`src/rtl/jtag_led_ctrl.sv`:
```
// LED controller behind a JTAG user data register. Frames carry data, an opcode
// and an even-parity bit; the capture path returns led state plus sticky status.
module jtag_led_ctrl #(
    parameter int                  NUM_LEDS       = 4,
    parameter bit                  LED_ACTIVE_LOW = 1'b1,
    parameter logic [NUM_LEDS-1:0] RESET_PATTERN  = '0
) (
    input  logic                jtag_tck,
    input  logic                rst_n,
    input  logic                jtag_sel,
    input  logic                jtag_capture,
    input  logic                jtag_shift,
    input  logic                jtag_update,
    input  logic                jtag_tdi,
    output logic                jtag_tdo,
    output logic [NUM_LEDS-1:0] led
);
    localparam int L  = NUM_LEDS + 3;
    localparam int CW = $clog2(L + 2);
    localparam logic [CW-1:0] CNT_FULL = CW'(L);
    localparam logic [CW-1:0] CNT_SAT  = CW'(L + 1);

    logic [L-1:0]        sr;
    logic [CW-1:0]       cnt;
    logic [NUM_LEDS-1:0] led_state;
    logic                parity_err;
    logic                length_err;
    logic                last_ok;
    logic [NUM_LEDS-1:0] data;
    logic [1:0]          opcode;
    logic [NUM_LEDS-1:0] next_state;

    assign data   = sr[NUM_LEDS-1:0];
    assign opcode = sr[NUM_LEDS+1:NUM_LEDS];

    always_comb begin
        next_state = led_state;
        case (opcode)
            2'b00: next_state = data;
            2'b01: next_state = led_state | data;
            2'b10: next_state = led_state & ~data;
            2'b11: next_state = led_state ^ data;
            default: next_state = led_state;
        endcase
    end

    always_ff @(posedge jtag_tck or negedge rst_n) begin
        if (!rst_n) begin
            sr         <= '0;
            cnt        <= '0;
            led_state  <= RESET_PATTERN;
            parity_err <= 1'b0;
            length_err <= 1'b0;
            last_ok    <= 1'b0;
        end else if (jtag_sel) begin
            if (jtag_capture) begin
                sr         <= {last_ok, length_err, parity_err, led_state};
                cnt        <= '0;
                parity_err <= 1'b0;
                length_err <= 1'b0;
            end else if (jtag_shift) begin
                sr <= {jtag_tdi, sr[L-1:1]};
                if (cnt != CNT_SAT)
                    cnt <= cnt + 1'b1;
            end else if (jtag_update) begin
                // Parking the counter off L makes a repeated update a length error.
                cnt <= CNT_SAT;
                if (cnt != CNT_FULL) begin
                    length_err <= 1'b1;
                    last_ok    <= 1'b0;
                end else if (^sr) begin
                    parity_err <= 1'b1;
                    last_ok    <= 1'b0;
                end else begin
                    led_state <= next_state;
                    last_ok   <= 1'b1;
                end
            end
        end
    end

    assign jtag_tdo = sr[0];
    // Single inversion of a register output, so the pins cannot glitch.
    assign led = LED_ACTIVE_LOW ? ~led_state : led_state;
endmodule
```
`config.mk`:
```
export PLATFORM = sky130hd
export DESIGN_NAME = jtag_led_ctrl
export DESIGN_NICKNAME = d
export VERILOG_FILES = /design/src/rtl/jtag_led_ctrl.sv
export SDC_FILE = /design/constraint.sdc
export NUM_CORES = 1
export LEC_CHECK = 0
export ABC_CLOCK_PERIOD_IN_PS = 3500
export BUFFER_PORTS_ARGS = -buffer_cell sky130_fd_sc_hd__buf_2
export CORE_MARGIN = 1.5
export CORE_UTILIZATION = 49
export DETAILED_ROUTE_END_ITERATION = 8
export GPL_TIMING_DRIVEN = 0
export PLACE_DENSITY = 0.68
export RECOVER_POWER = 50
export SLEW_MARGIN = 40
export SYNTH_ARGS = -nofsm -noshare
export SYNTH_HDL_FRONTEND = slang
export SYNTH_SLANG_ARGS = --single-unit
```
`constraint.sdc`:
```
create_clock -name jtag_tck -period 3.5 [get_ports jtag_tck]
set_input_delay 0.7 -clock jtag_tck [delete_from_list [all_inputs] [get_ports jtag_tck]]
set_output_delay 0.7 -clock jtag_tck [all_outputs]
set_load 0.005 [all_outputs]
```
==> flow_summary.ini, run 1 <==
[cts]
cts_tree = built
postCtsSetupBuffers = 0
clockBufferDepth = 2
h-tree-depth = 1
postCtsHoldBufs = 0
clk_pin_slew_ns = 0.11
numCtsBuffers = 3
cts-resized-gates = 0
cts_root_buf = clkbuf_4
cts.sinks = 18
insertion_delay_ns = 0.29

[final_layout]
design_area_um2 = 1340
area_delta_synth_final_pct = 8.43
drive_above_1_share_pct = 13.6
finalNetCount = 163
diodes = 0
stdcell_count = 168

[hold_path]
holdPathEnd = parity_err$_DFFE_PN0P_
hp-start = parity_err$_DFFE_PN0P_
holdPathStages = 2
hold_path.class = reg2reg

[worst_setup_path]
timing.rr.end = led_state[0]$_DFFE_PN0P_
r2r_start = sr[4]$_DFFE_PN0P_
cp_max_fo = 6
crit_arrival_ns = 2.15
ff2ff_setup_slack_ns = 1.53
cp-startpoint = sr[4]$_DFFE_PN0P_
required_ns = 3.68
cp-end-kind = flip-flop
start_kind = flip-flop
crit_type = reg2reg
rr_worst_depth = 6

[synthesis]
synth_top_area_share_pct = 36.5
syn-num-nets = 148
synth_top_cell_by_area = dfrtp_1
syn_area_um2 = 1230
synth.distinct_cells = 29
synthTopCellsByCount = 18 x dfrtp_1, 17 x inv_1, 14 x ha_1, 12 x o21ai_0, 10 x nand2_1
synth_seq_area_share_pct = 36.5
synth_edf_count = 0
synth-seq-cells = 18
synthCells = 127
synth_area_leaders = dfrtp_1 37%, ha_1 14%, inv_1 5.2%
synth_most_common_cell = dfrtp_1
synth_warnings = 0
syn_area_per_cell_um2 = 9.70
ys_async_sr_fraction_pct = 100
synth_ff_type = dfrtp_1

[floorplanning]
die_w_um = 53.2
coreArea_um2 = 2300
start_util_pct = 53.6
num_rows = 17
io_pins = 12
die_h_um = 53.2
die-area_um2 = 2820

[sta]
fin_setup_tns_ns = 0
finalCriticalPeriod_ns = 1.97
finalHoldViolCount = 0
fin_ws_ns = 1.53
slew_headroom_pct = 29.7
tightestPinTransition_ns = 1.05
maxSlewViolCount = 0
rsz0062_at_grt = false
skew_ns = 0.00926
max_freq_ghz = 0.508
finalCritPeriodShare_pct = 56.2
setup_viol = 0

[flow_run]
drv_cap = 0

[detailed_routing]
totalWireLength_mm = 2.59
drtAntennaViolNets = 0
firstDrtPassIters = 5
routedWlPerCell_um = 15.4
drc_errors = 0
drtIter0Drc = 37
dr_total_vias = 1023
routed_via_density = 6.09

[grt]
grt_overflow = 0
grt_max_degree = 19
grt_pass1_vias = 1029
grt_use_total_pct = 22.0
grt_pass1_wl_mm = 4.50
antenna_found_initial = 0

[power_and_ir_drop]
power_density_nw_per_um2 = 353
p_seq_share_pct = 51.6
p_leak_nw = 0.647
p_sw_mw = 0.152
pwr-share-comb_pct = 26.2
swShare_pct = 32.2
p_int_mw = 0.320
power_frac_clock_pct = 22.2
finalPower_mw = 0.472
ir_worst_vdd_mv = 0.222

[placed_design]
dp_hpwl_mm = 1.89
place_area_um2 = 1320
io_buffers = 10
place_inst = 165
place.gp.congestion = 0.735
pre_cts_ws_ns = 1.56

[outcome]
status = complete, no violations
## layout make-up
cell class / instances / area, um2
well taps: 28 / 35.0
plain buffers: 4 / 15.0
multi-input cells: 87 / 698
fillers: 207 / 961
flip-flops and latches: 18 / 450
clock buffers: 3 / 22.5
repair buffers: 10 / 47.5
inverters: 18 / 67.6
## power by group through the flow
| stage | combinational (mW) | clock, mW | sequential, mW |
|---|---|---|---|
| 2_1_floorplan | 0.0957 | 0 | 0.241 |
| 3_3_place_gp | 0.119 | 0 | 0.246 |
| 3_5_place_dp | 0.124 | 0 | 0.247 |
| 4_1_cts | 0.124 | 0.108 | 0.243 |
| 5_1_grt | 0.139 | 0.119 | 0.247 |
| 6_report | 0.124 | 0.105 | 0.244 |
## cell usage in the layout, fill, tap and decap left out, types with 3 or more instances in the layout
master,instances
dfrtp_1,18
a222oi_1,4
buf_2,8
a22o_1,6
clkbuf_4,3
nand3_1,3
o21ai_0,12
o22ai_1,6
a21oi_1,7
clkbuf_1,6
inv_1,17
nand2_1,10
ha_1,14
mux2_4,4
## critical path, cell delays in order (launching register included)
cell     delay [ns]
dfrtp_1        0.46
inv_1          0.10
ha_1           0.31
xnor2_1        0.21
xnor3_2        0.31
nand3_4        0.16
mux2_4         0.31
## cells by family after synthesis
| group | count (synthesis) | share of synthesized area (%) |
|---|---|---|
| xor gates and xnor gates | 4 | 4.06 |
| adders and majority gates | 14 | 14.2 |
| AOI/OAI and AO/OA | 41 | 22.1 |
| buffers and inverters | 22 | 6.80 |
| DFF | 18 | 36.5 |
| muxes | 5 | 5.79 |
| and+or+nand+nor | 23 | 10.5 |
## routing by layer
layer	share of wire, %	GRT usage [%]	wire (um)
met3	4.0	2.82	104
met5	0	0	0
met2	50	37.3	1290
met1	45	28.3	1170
met4	1.1	8.55	28
## sequential cells by signal (all words and copies together) (netlist names)
name,cells
sr,7
cnt,4
led_state,4
last_ok,1
length_err,1
parity_err,1
## through the flow
step           hold WS [ns]  utilization, %
2_1_floorplan         0.404               -
3_3_place_gp          0.473            57.4
3_5_place_dp          0.481            57.4
4_1_cts               0.334            58.3
5_1_grt               0.564            58.2
6_report              0.509            58.2
## worst max path at each step
stage                                    end  slack (ns)  depth (start not counted)
floorplan           led_state[0]$_DFFE_PN0P_        1.72                          5
global placement    led_state[0]$_DFFE_PN0P_        1.56                          5
detailed placement  led_state[0]$_DFFE_PN0P_        1.56                          5
CTS                 led_state[0]$_DFFE_PN0P_        1.53                          6
global route        led_state[0]$_DFFE_PN0P_        1.41                          6
finish              led_state[0]$_DFFE_PN0P_        1.53                          6
Note: power is estimated with default switching activity, not from simulation.
==> run 2, diff against run 1 <==
--- a/config.mk
+++ b/config.mk
@@ -5,7 +5,7 @@
 export SDC_FILE = /design/constraint.sdc
 export NUM_CORES = 1
 export LEC_CHECK = 0
-export ABC_CLOCK_PERIOD_IN_PS = 3500
+export ABC_CLOCK_PERIOD_IN_PS = 1850
 export BUFFER_PORTS_ARGS = -buffer_cell sky130_fd_sc_hd__buf_2
 export CORE_MARGIN = 1.5
 export CORE_UTILIZATION = 49
==> constraint.sdc (replaced) <==
create_clock -name jtag_tck -period 1.85 [get_ports jtag_tck]
set_input_delay 0.37 -clock jtag_tck [delete_from_list [all_inputs] [get_ports jtag_tck]]
set_output_delay 0.37 -clock jtag_tck [all_outputs]
set_load 0.005 [all_outputs]
==> run 2 against run 1 <==
Against the previous run:
- clock power up 91%
- utilization grew 2.0 points
- highest routed layer unchanged
- power increased by 96%
- sequential power increased by 87%
- largest power group unchanged
- critical path depth stayed put
- hold slack worse by 0.29 ns
- die area is the same
- register-to-register slack worse by 1.5 ns
==> flow_summary.ini, run 2 (synthesis results as in run 1) <==
[sta]
tightestPinTransition_ns = 1.03
setup_viol = 0
maxSlewViolCount = 0
fin_ws_ns = 0.0815
finalHoldViolCount = 0
max_freq_ghz = 0.565
slew_headroom_pct = 31.0
finalCriticalPeriod_ns = 1.77
finalCritPeriodShare_pct = 95.6
hold_ws_ns = 0.217
skew_ns = 0.0121

[floorplanning]
num_rows = 17
die_w_um = 53.2
io_pins = 12
die_h_um = 53.2
die-area_um2 = 2820
start_util_pct = 53.6
coreArea_um2 = 2300

[outcome]
status = complete, no violations

[detailed_routing]
drc_errors = 0
drtAntennaViolNets = 0
drtIter0Drc = 29
routedWlPerCell_um = 15.9
dr_total_vias = 1034
totalWireLength_mm = 2.71
firstDrtPassIters = 4
routed_via_density = 6.05

[cts]
h-tree-depth = 1
postCtsHoldBufs = 0
cts_tree = built
cts.sinks = 18
clk_pin_slew_ns = 0.11
numCtsBuffers = 3
cts_root_buf = clkbuf_4
insertion_delay_ns = 0.30
clockBufferDepth = 2

[placed_design]
place.gp.congestion = 0.735
io_buffers = 10
dp_hpwl_mm = 1.89
place_inst = 165
pre_cts_ws_ns = -0.0922

[final_layout]
layout_common_cells = 18 x dfrtp_1, 17 x inv_1, 13 x ha_1, 12 x o21ai_0
largest_reg_flops = 7
final_common_cell = dfrtp_1
diodes = 0
fillerInstances = 206
drive_above_1_share_pct = 18.2
area_delta_synth_final_pct = 12.1
reg.largest.list = sr x7, cnt x4, led_state x4
largest-register = sr
finalNetCount = 166
stdcell_count = 171

[power_and_ir_drop]
ir_worst_vdd_mv = 0.421
power_density_nw_per_um2 = 672
finalPower_mw = 0.928
p_leak_nw = 0.673

[flow_run]
drv_cap = 0

[grt]
grt_max_degree = 19
grt_pass1_vias = 1050
grt_overflow = 0
grt_pass1_wl_mm = 4.58
grt_use_total_pct = 22.4
antenna_found_initial = 0

[worst_setup_path]
required_ns = 2.03
cp-end-kind = flip-flop
start_kind = flip-flop
cp_max_fo = 5
ff2ff_setup_slack_ns = 0.08
crit_type = reg2reg
crit_arrival_ns = 1.95

[hold_path]
hold_path.class = in2async
## run 2: cell count changes in the layout (fill, tap and decap cells not counted)
cell	change
xnor2_1	-1
buf_4	+3
ha_4	+1
ha_1	-1
clkbuf_1	-2
buf_2	+2
xnor2_2	+1
## run 2: critical path, cell delays in order (launching register included)
cell,delay [ns]
dfrtp_1,0.41
inv_1,0.11
ha_4,0.21
xnor2_2,0.14
xnor3_2,0.30
nand3_4,0.16
mux2_4,0.31
## run 2: routing by layer
layer  wire [um]  track usage, %  part of all wire [%]
met5           0               0                     0
met2        1360            37.7                    50
met1        1220            28.9                    45
met4          28            9.40                   1.0
met3          99            2.82                   3.7
## run 2: repair_timing
action	4_1_cts	5_1_grt
setup endpoints to repair	4	4
pin swaps	0	1
resized for setup	0	2
setup buffers	2	1
## run 2: area by class of cell
cell class	instances	area [um2]	share of cell area (%)
timing repair buffer	13	71.3	5.16
multi-input combinational	87	718	52.0
tap	28	35.0	2.54
clock buffer	3	22.5	1.63
sequential	18	450	32.6
inverter	18	67.6	4.89
buffer	4	16.3	1.18
## run 2: metrics by stage
step	setup TNS (ns)	util, %	area [um2]
floorplan	0	-	1230
global placement	-0.174	57.4	1320
detailed placement	-0.363	57.4	1320
CTS	0	59.0	1360
global route	-0.000110	60.1	1380
finish	0	60.1	1380
## run 2: worst paths after layout
kind                                           from                       end  cells past startpoint
worst max-delay path              sr[5]$_DFFE_PN0P_  led_state[0]$_DFFE_PN0P_                      6
worst min-delay path                          rst_n  led_state[3]$_DFFE_PN0P_                      1
worst max register to register    sr[5]$_DFFE_PN0P_  led_state[0]$_DFFE_PN0P_                      6
worst min register to register  last_ok$_DFFE_PN0P_       last_ok$_DFFE_PN0P_                      2
max in group asynchronous                     rst_n  led_state[0]$_DFFE_PN0P_                      1
min in group jtag_tck                      jtag_tdi         sr[6]$_DFFE_PN0P_                      3
## run 2: power by group
| part | internal (mW) | switching [mW] | leakage, nW |
|---|---|---|---|
| logic | 0.131 | 0.140 | 0.420 |
| clock network | 0.0758 | 0.125 | 0.0138 |
| registers | 0.421 | 0.0354 | 0.239 |
